--- src/rtl/sad_accumulator.sv ---
// Five-candidate SAD accumulator for an 8x8 block; feeds the minimum-SAD selector.
// Stage 1 registers |cur - ref_k|, stage 2 adds it into a saturating accumulator.
module sad_accumulator #(
    parameter int PIX_W  = 8,
    parameter int N_PIX  = 64,
    parameter int SAD_W  = 14,
    parameter int N_CAND = 5
) (
    input  logic                      clk,
    input  logic                      rst,
    input  logic                      start,
    input  logic                      pix_valid,
    input  logic [PIX_W-1:0]          cur_pix,
    input  logic [N_CAND*PIX_W-1:0]   ref_pix,
    output logic                      ready,
    output logic [N_CAND*SAD_W-1:0]   sad_vec,
    output logic                      sad_valid,
    output logic                      busy
);

    localparam int CNT_W = $clog2(N_PIX + 1);

    typedef enum logic [1:0] {
        IDLE,
        ACCUM,
        DRAIN,
        DONE
    } state_t;

    state_t             state;
    state_t             state_nxt;
    logic [CNT_W-1:0]   count;
    logic               s1_valid;
    logic               accept;
    logic               last_pix;
    logic [PIX_W-1:0]   diff_d   [N_CAND];
    logic [PIX_W-1:0]   diff_q   [N_CAND];
    logic [SAD_W-1:0]   acc      [N_CAND];
    logic [SAD_W-1:0]   acc_sum  [N_CAND];
    logic [SAD_W:0]     acc_wide [N_CAND];

    assign accept   = pix_valid && (state == ACCUM);
    assign last_pix = accept && (count == CNT_W'(N_PIX - 1));

    always_comb begin
        for (int k = 0; k < N_CAND; k++) begin
            diff_d[k] = '0;
            if (cur_pix >= ref_pix[k*PIX_W +: PIX_W])
                diff_d[k] = cur_pix - ref_pix[k*PIX_W +: PIX_W];
            else
                diff_d[k] = ref_pix[k*PIX_W +: PIX_W] - cur_pix;
        end
    end

    // Carry out of the widened sum clamps the field to all-ones.
    always_comb begin
        for (int k = 0; k < N_CAND; k++) begin
            acc_wide[k] = {1'b0, acc[k]} + (SAD_W + 1)'(diff_q[k]);
            acc_sum[k]  = acc_wide[k][SAD_W] ? '1 : acc_wide[k][SAD_W-1:0];
        end
    end

    always_comb begin
        state_nxt = state;
        if (start) begin
            state_nxt = ACCUM;
        end else begin
            unique case (state)
                IDLE:    state_nxt = IDLE;
                ACCUM:   state_nxt = last_pix ? DRAIN : ACCUM;
                DRAIN:   state_nxt = DONE;
                DONE:    state_nxt = IDLE;
                default: state_nxt = IDLE;
            endcase
        end
    end

    always_ff @(posedge clk) begin
        if (rst) begin
            state     <= IDLE;
            ready     <= 1'b0;
            busy      <= 1'b0;
            sad_valid <= 1'b0;
            count     <= '0;
            s1_valid  <= 1'b0;
            acc       <= '{default: '0};
            diff_q    <= '{default: '0};
        end else begin
            state     <= state_nxt;
            ready     <= (state_nxt == ACCUM);
            busy      <= (state_nxt != IDLE);
            sad_valid <= (state_nxt == DONE);
            if (start) begin
                count    <= '0;
                s1_valid <= 1'b0;
                acc      <= '{default: '0};
            end else begin
                s1_valid <= accept;
                if (accept)
                    count <= count + CNT_W'(1);
                if (s1_valid)
                    acc <= acc_sum;
            end
            if (accept)
                diff_q <= diff_d;
        end
    end

    for (genvar k = 0; k < N_CAND; k++) begin : g_pack
        assign sad_vec[k*SAD_W +: SAD_W] = acc[k];
    end

endmodule

--- config.mk ---
export PLATFORM = sky130hd
export DESIGN_NAME = sad_accumulator
export DESIGN_NICKNAME = d
export VERILOG_FILES = /design/src/rtl/sad_accumulator.sv
export SDC_FILE = /design/constraint.sdc
export NUM_CORES = 1
export LEC_CHECK = 0
export ABC_AREA = 1
export BUFFER_PORTS_ARGS = -buffer_cell sky130_fd_sc_hd__buf_4
export CAP_MARGIN = 10
export CORE_MARGIN = 2
export CORE_UTILIZATION = 65
export DETAILED_ROUTE_END_ITERATION = 8
export PLACE_DENSITY = 0.86
export SLEW_MARGIN = 40
export SYNTH_ARGS = -nofsm -noshare
export SYNTH_HDL_FRONTEND = slang
export SYNTH_SLANG_ARGS = --single-unit
--- constraint.sdc ---
create_clock -name clk -period 3.4 [get_ports clk]
set_clock_uncertainty 0.2 [all_clocks]
set_input_delay 0.34 -clock clk [delete_from_list [all_inputs] [get_ports clk]]
set_output_delay 0.34 -clock clk [all_outputs]
set_load 0.05 [all_outputs]
==> results.json, run 1 <==
{
  "outcome": "finished, final reports clean",
  "whs_ns": 0.0745,
  "antenna_found_initial": 0,
  "critPathMaxFanout": 5,
  "ys_types": 39,
  "core_sq_um": 17100,
  "min_period_ns": 2.38,
  "syn_avg_cell_area_sq_um": 6.29,
  "synth_top_area_share_pct": 21.9,
  "final_cells": 2126,
  "final.setup.tns_ns": 0,
  "leakagePower_nw": 7.22,
  "post_cts_resized": 0,
  "synth_area_leaders": "dfxtp_1, nand2_1, ha_1",
  "die_area_sq_um": 18300,
  "drive_gt1_share_pct": 12.3,
  "wl_per_cell_um": 13.1,
  "io_buffers": 124,
  "rows": 48,
  "power_density_nw_per_um2": 348,
  "diodes": 0,
  "finalCritPeriodShare_pct": 69.9,
  "cts_setup_buffers": 0,
  "ys_seq_area_share_pct": 21.9,
  "grt_pass1_vias": 10100,
  "place_hpwl_mm": 21.4,
  "r2r-start": "sad_vec[42]",
  "worst_pin_slew_ns": 0.732,
  "clk_latency_ns": 0.41,
  "yosysWarnings": 0,
  "overflow": 0,
  "slew_viol_final": 0,
  "start_util_pct": 65.6,
  "critPathKind": "register to register",
  "htreeDepth": 4,
  "ys.flop_type": "dfxtp_1",
  "grt_pass1_wl_mm": 46.0,
  "drc": 0,
  "synthCells": 1785,
  "crit_start": "sad_vec[42]",
  "worstPathArrival_ns": 2.46,
  "track_usage_pct": 30.4,
  "die_width_um": 135,
  "antenna_left": 0,
  "syn_nets": 1968,
  "fin_nets": 2072,
  "hp-class": "input port to register",
  "dp_cells": 2095,
  "routed_via_density": 5.22,
  "clockBufferDepth": 2,
  "area_growth_pct": 14.2,
  "synth_edf_count": 0,
  "die_h_um": 135,
  "clock-sinks": 123,
  "clk_pin_slew_worst_paths_ns": 0.05,
  "setup-violations-final": 0,
  "cap_violations": 0,
  "peakVddDrop_mv": 0.370,
  "syn_area_sq_um": 11200,
  "hold_buffers": 0,
  "grt_start_max_net_pins": 47,
  "numCtsBuffers": 17,
  "cts-root-buf": "clkbuf_16",
  "crit_required_ns": 3.48,
  "start_kind": "register",
  "ios": 125,
  "cts_tree": "yes",
  "synth_common_cells": "nand2_1, inv_1, nand3_1",
  "firstDrtPassIters": 6,
  "grt_setup_unrepaired": "false",
  "max-slew-margin-rel_pct": 51.1,
  "synth_top_area_cell": "dfxtp_1",
  "holdCritStartpoint": "start",
  "gp_congestion": 0.973,
  "crit_path_end_kind": "register",
  "finalHoldViolations": 0,
  "max_freq_ghz": 0.421,
  "yosysMostFrequentCell": "nand2_1",
  "first_iter_violations": 712,
  "wirelength_mm": 27.7,
  "vias": 11100,
  "synthArstFlopShare_pct": 0,
  "yosys_register_bits": 123
}
per-layer routing:
metal | up-vias | GRT usage [%] | routed length [um]
li1 | 5744 | - | -
met1 | 4907 | 41.9 | 12900
met2 | 383 | 49.4 | 12500
met3 | 54 | 3.03 | 1710
met4 | 0 | 11.6 | 610
met5 | - | 0 | 0
layout by cell type, fill, tap and decap left out, types with 36 or more instances in the layout:
master   Yosys  final
ha_1       116    116
inv_1      329    329
nand2_1    527    527
o21ai_0     36     36
a21oi_1    126    126
buf_4        5    129
dfxtp_1    123    122
xor2_1      37     37
nand3_1    152    152
nor2_1     111    111
path summary, 6_finish.rpt:
kind	to	cells after the start	slack [ns]
setup / recovery	sad_vec[46]	10	1.02
hold / removal	state[1]	3	0.07
setup reg to reg	sad_vec[46]	10	1.02
hold reg to reg	count[6]	2	0.26
worst max-delay path, cell delays in order (launching register included):
cell and delay [ns]:
dfxtp_1 0.34, ha_1 0.26, fa_1 0.42, nand2_1 0.08, nand3_1 0.11, nand3_1 0.11
nand2_2 0.11, nand3_1 0.18, inv_1 0.08, nor2_1 0.25, a21oi_1 0.12
kinds of logic (layout without fill, tap and decap cells):
group | Yosys count | after routing | synth area share, %
flops | 123 | 123 | 21.9
xor+xnor | 61 | 61 | 4.76
buf+inv | 392 | 508 | 14.0
fa+ha+maj | 131 | 131 | 15.6
compound gates | 197 | 197 | 9.54
simple gates | 881 | 881 | 34.2
area by class of cell:
type                       instances  area (sq um)
multi-input combinational       1270          7200
fill                            1382          4300
sequential                       123          2460
inverter                         348          1310
timing repair buffer             129           968
clock buffer                      23           458
tap                              225           282
clock inverter                     8           143
sequential cells by signal, indices dropped and copies added (netlist names):
signal,count
s1_valid,1
sad_vec,70
count,7
busy,1
sad_valid,1
ready,1
state,2
diff_q,40
power by group:
part | internal (mW) | leakage [nW] | switching (mW)
Clock | 1.24 | 0.291 | 0.636
Combinational | 0.391 | 5.93 | 0.673
Sequential | 1.49 | 0.999 | 0.0385
per-stage QoR:
step                instance area, sq um  util, %  setup WS (ns)  power [mW]
floorplan                          11200        -           1.16        2.35
global placement                   12200     71.4           1.00        2.57
detailed placement                 12200     71.4          0.925        2.60
CTS                                12800     74.9           1.09        4.46
global route                       12800     74.9          0.933        4.67
finish                             12800     74.9           1.02        4.46
No activity file was read; power rests on OpenSTA's default activity.
==> run 2, diff against run 1 <==
--- a/config.mk
+++ b/config.mk
@@ -9,9 +9,9 @@
 export BUFFER_PORTS_ARGS = -buffer_cell sky130_fd_sc_hd__buf_4
 export CAP_MARGIN = 10
 export CORE_MARGIN = 2
-export CORE_UTILIZATION = 65
+export CORE_UTILIZATION = 55
 export DETAILED_ROUTE_END_ITERATION = 8
-export PLACE_DENSITY = 0.86
+export PLACE_DENSITY = 0.78
 export SLEW_MARGIN = 40
 export SYNTH_ARGS = -nofsm -noshare
 export SYNTH_HDL_FRONTEND = slang
==> constraint.sdc (replaced) <==
create_clock -name clk -period 2.1 [get_ports clk]
set_clock_uncertainty 0.2 [all_clocks]
set_input_delay 0.21 -clock clk [delete_from_list [all_inputs] [get_ports clk]]
set_output_delay 0.21 -clock clk [all_outputs]
set_load 0.05 [all_outputs]
==> results.json, run 2 (same netlist as run 1, synthesis figures left out) <==
{
  "fin_util_pct": 68.0,
  "holdCritStartpoint": "pix_valid",
  "r2r_end": "sad_vec[52]",
  "finalCritPeriodShare_pct": 97.6,
  "slew_viol_final": 0,
  "r2r-start": "diff_q[8]",
  "largest_reg_flops": 70,
  "final_cell_mix": "nand2_1, inv_1, buf_4, nand3_1, a21oi_1",
  "grt_pass1_wl_mm": 47.2,
  "gp_congestion": 0.889,
  "wirelength_met1_mm": 13.9,
  "critPathMaxFanout": 5,
  "start_util_pct": 55.8,
  "clk_latency_ns": 0.41,
  "place_hpwl_mm": 22.5,
  "rows": 52,
  "hold_path_depth": 4,
  "wl_met2_mm": 13.1,
  "grt_start_max_net_pins": 44,
  "peakVddDrop_mv": 0.640,
  "fin_nets": 2145,
  "min_period_ns": 2.05,
  "worst_pin_slew_ns": 0.630,
  "wirelength_mm": 28.6,
  "leakagePower_nw": 7.61,
  "ios": 125,
  "worstPathArrival_ns": 2.15,
  "firstDrtPassIters": 5,
  "core_sq_um": 20100,
  "wl_per_cell_um": 12.7,
  "clock-sinks": 123,
  "final_cells": 2245,
  "r2r_cells": 11,
  "overflow": 0,
  "die_width_um": 147,
  "track_usage_pct": 26.1,
  "crit_path_end_kind": "register",
  "first_iter_violations": 587,
  "whs_endpoint": "count[0]",
  "power_density_nw_per_um2": 527,
  "antenna_found_initial": 0,
  "cap_violations": 0,
  "die_area_sq_um": 21600,
  "clk_pin_slew_worst_paths_ns": 0.06,
  "dp_cells": 2200,
  "hp-class": "input port to register",
  "finalHoldViolations": 0,
  "max-slew-margin-rel_pct": 57.9,
  "whs_ns": 0.109,
  "crit_required_ns": 2.20,
  "critPathKind": "register to register",
  "area_growth_pct": 21.7,
  "outcome": "finished, final reports clean",
  "max_freq_ghz": 0.488,
  "diodes": 0,
  "route.met3.wl_mm": 1.28,
  "cts-root-buf": "clkbuf_16",
  "numCtsBuffers": 17,
  "final_common_cell": "nand2_1",
  "antenna_left": 0,
  "io_buffers": 124,
  "reg2reg_setup_slack_ns": 0.05,
  "grt_pass1_vias": 10200,
  "cts_tree": "yes",
  "clockBufferDepth": 2,
  "htreeDepth": 4,
  "top_layer": "met4",
  "die_h_um": 147,
  "drc": 0,
  "start_kind": "register",
  "routed_via_density": 4.97,
  "finalPower_mw": 7.20,
  "setup-violations-final": 0,
  "vias": 11200,
  "drive_gt1_share_pct": 17.7
}
==> run 2: cell count changes in the layout (fill, tap and decap cells not counted), sizes merged <==
cell / previous run / this run
buf: 129 / 195
bufinv: 4 / 1
clkbuf: 23 / 19
clkinv: 3 / 6
clkinvlp: 1 / 4
dlygate4sd3: 0 / 4
dlymetal6s4s: 0 / 3
inv: 348 / 350
==> run 2: worst max-delay path by stage <==
stage	from	endpoint	cells past startpoint
detailed placement	diff_q[8]	sad_vec[45]	10
CTS	sad_vec[42]	sad_vec[45]	10
floorplan	sad_vec[42]	sad_vec[52]	11
global placement	diff_q[8]	sad_vec[45]	10
finish	diff_q[8]	sad_vec[52]	11
global route	diff_q[0]	sad_vec[65]	9
==> run 2: critical path, cell delays in order, from the launching register on <==
cell     delay (ns)
dfxtp_1        0.34
ha_2           0.21
fa_2           0.36
nand2_1        0.10
nand3_2        0.08
nand3_2        0.09
nand2_4        0.09
nand2_2        0.10
nor2_1         0.06
or2_1          0.22
inv_1          0.07
nor2_1         0.04
==> run 2: power breakdown <==
part / switching, mW / internal, mW / leakage (nW)
clock network: 1.12 / 1.69 / 0.272
logic: 1.14 / 0.779 / 6.34
registers: 0.0636 / 2.40 / 1.00
total: 2.32 / 4.88 / 7.61
==> run 2: cell type report <==
cell class                 instances  area, sq um
clock buffer                      19          453
clock inverter                    13          119
fill                            1772         6440
inverter                         348         1320
multi-input combinational       1270         7390
sequential                       123         2470
tap                              270          338
timing repair buffer             202         1580
==> run 2: timing repair <==
action	in CTS	in global routing
resized for setup	4	53
setup endpoints to repair	6	83
buffers inserted	0	10
hold buffers	8	0
endpoints found under the hold margin	16	0
pin swaps	0	16
==> run 2: metrics by stage <==
step	instance area, sq um	setup WS (ns)	TNS, ns
3_3_place_gp	12800	-0.117	-0.334
4_1_cts	13400	0.0157	0
5_1_grt	13700	-0.0148	-0.0440
6_report	13700	0.0501	0
2_1_floorplan	11200	-0.0104	-0.0104
3_5_place_dp	12800	-0.105	-0.312
==> run 2: per-layer routing <==
| metal | vias to the layer above | GRT usage, % |
|---|---|---|
| met5 | - | 0 |
| met4 | 0 | 5.92 |
| met3 | 30 | 2.98 |
| met2 | 280 | 43.9 |
| met1 | 4969 | 36.2 |
| li1 | 5888 | - |
==> run 3, diff against run 2 <==
--- a/config.mk
+++ b/config.mk
@@ -11,7 +11,7 @@
 export CORE_MARGIN = 2
 export CORE_UTILIZATION = 55
 export DETAILED_ROUTE_END_ITERATION = 8
-export PLACE_DENSITY = 0.78
+export PLACE_DENSITY = 0.85
 export SLEW_MARGIN = 40
 export SYNTH_ARGS = -nofsm -noshare
 export SYNTH_HDL_FRONTEND = slang
==> results.json, run 3 (same netlist as run 1, synthesis figures left out) <==
{
  "routed_via_density": 5.07,
  "antenna_left": 0,
  "drive_gt1_share_pct": 17.6,
  "worst_pin_slew_ns": 0.703,
  "final_cells": 2240,
  "grt_setup_unrepaired": "true",
  "power_density_nw_per_um2": 525,
  "cpMaxStageDelayCell": "dlygate4sd3_1",
  "slew_viol_final": 0,
  "gp_congestion": 0.929,
  "clock-sinks": 123,
  "die_area_sq_um": 21600,
  "grt_pass1_wl_mm": 47.3,
  "cts-root-buf": "clkbuf_16",
  "top_layer": "met4",
  "drc": 0,
  "wl_met2_mm": 13.2,
  "path_common_cell": "nand2_1",
  "grt_pass1_vias": 10300,
  "start_kind": "input port",
  "clockBufferDepth": 2,
  "leakagePower_nw": 7.54,
  "worstPathArrival_ns": 2.23,
  "area_growth_pct": 20.9,
  "crit_path_end_kind": "register",
  "finalHoldViolations": 0,
  "finalCritPeriodShare_pct": 98.0,
  "numCtsBuffers": 17,
  "filler_cell_count": 1729,
  "critPathMaxStageDelay_ns": 0.55,
  "vias": 11400,
  "peakVddDrop_mv": 0.577,
  "first_iter_violations": 782,
  "hp-class": "input port to register",
  "route.met3.wl_mm": 1.32,
  "grt_start_max_net_pins": 45,
  "io_buffers": 124,
  "hold_path_depth": 5,
  "rows": 52,
  "path_cells": "dlygate4sd3_1 -> buf_4 -> ha_1 -> fa_2 -> inv_1 -> nand2_1 -> nand2_2 -> nand2_2 -> nand3_4 -> buf_4 -> nand2_1 -> nand3_1 -> nand2_1 -> inv_1",
  "ios": 125,
  "setup-violations-final": 0,
  "final_common_cell": "nand2_1",
  "critPathMaxFanout": 5,
  "wl_per_cell_um": 13.0,
  "r2r-start": "diff_q[16]",
  "place_ws_ns": -0.0322,
  "wirelength_met1_mm": 14.0,
  "antenna_found_initial": 0,
  "core_sq_um": 20100,
  "max-slew-margin-rel_pct": 53.1,
  "crit_cells": 14,
  "place_hpwl_mm": 22.4,
  "dp_cells": 2190,
  "r2r_end": "sad_vec[36]",
  "critPathCapture": "diff_q[2]",
  "start_util_pct": 55.8,
  "fin_nets": 2140,
  "largest_reg_flops": 70,
  "outcome": "finished, final reports clean",
  "htreeDepth": 4,
  "overflow": 0,
  "crit_required_ns": 2.28,
  "clk_latency_ns": 0.42,
  "clk_pin_slew_worst_paths_ns": 0.07,
  "critPathKind": "input port to register",
  "crit_start": "ref_pix[32]",
  "min_period_ns": 2.06,
  "max_freq_ghz": 0.486,
  "cts_tree": "yes",
  "diodes": 0,
  "track_usage_pct": 26.1,
  "setup_ws_ns": 0.0417,
  "critPathBufInv": 5,
  "whs_ns": 0.0761,
  "reg2reg_setup_slack_ns": 0.06,
  "wirelength_mm": 29.1,
  "die_width_um": 147,
  "firstDrtPassIters": 5,
  "die_h_um": 147,
  "cap_violations": 0,
  "final_cell_mix": "nand2_1, inv_1, buf_4, nand3_1, a21oi_1",
  "r2r_cells": 11,
  "worst_path_dominant_cell_family": "buffers and inverters"
}
run 3: changes by cell type in the layout (fill, tap and decap cells not counted), sizes merged:
cell	delta
bufinv	-1
inv	+6
dlymetal6s4s	-3
clkinv	-2
clkinvlp	-1
dlygate4sd3	+2
clkbuf	-2
buf	-4
run 3: worst min-delay path by stage:
stage                   from  slack [ns]     endpoint
floorplan              start        0.19   sad_vec[2]
global placement    count[6]        0.24     count[6]
detailed placement  count[6]        0.28     count[6]
CTS                      rst        0.06  sad_vec[12]
global route             rst        0.09  sad_vec[26]
finish                   rst        0.08  sad_vec[12]
run 3: timing repair:
action,4_1_cts,5_1_grt
hold buffers,6,0
setup buffers,0,12
cloned,0,0
gates resized for setup,6,45
pin swaps,0,11
setup endpoints to repair,8,75
hold endpoints to repair,8,0
run 3: worst reg2reg max path: stages, from the launching register on:
cell and delay, ns:
dfxtp_1 0.33, ha_1 0.22, fa_2 0.39, nand3_1 0.11, nand3_1 0.12, nand2_1 0.09, nand2_1 0.12, nand2_1 0.11
nand2_1 0.08, nand3_1 0.10, nand2_1 0.06, inv_1 0.06
run 3: layer usage:
layer | track usage (%) | vias up
met1 | 36.4 | 5063
met2 | 42.7 | 340
met5 | 0 | -
met4 | 8.35 | 0
li1 | - | 5908
met3 | 2.58 | 42
run 3: through the flow:
step / utilization [%] / TNS, ns / instance area [sq um] / power [mW]
2_1_floorplan: - / -0.0104 / 11200 / 3.80
3_3_place_gp: 63.2 / 0 / 12700 / 4.26
3_5_place_dp: 63.2 / -0.330 / 12700 / 4.32
4_1_cts: 66.3 / 0 / 13300 / 7.08
5_1_grt: 67.5 / -0.213 / 13600 / 7.51
6_report: 67.5 / 0 / 13600 / 7.12
run 3: layout make-up:
cell class / count / area [sq um] / area share [%]
clock buffer: 17 / 425 / 3.13
clock inverter: 15 / 131 / 0.968
inverter: 348 / 1310 / 9.68
multi-input combinational: 1270 / 7350 / 54.1
sequential: 123 / 2470 / 18.2
tap: 270 / 338 / 2.49
timing repair buffer: 197 / 1540 / 11.4
run 3: report_power, final:
group | internal [mW] | switching, mW | leakage [nW] | total, mW
logic | 0.762 | 1.14 | 6.27 | 1.90
registers | 2.40 | 0.0647 | 1.00 | 2.47
clock network | 1.55 | 1.20 | 0.267 | 2.75
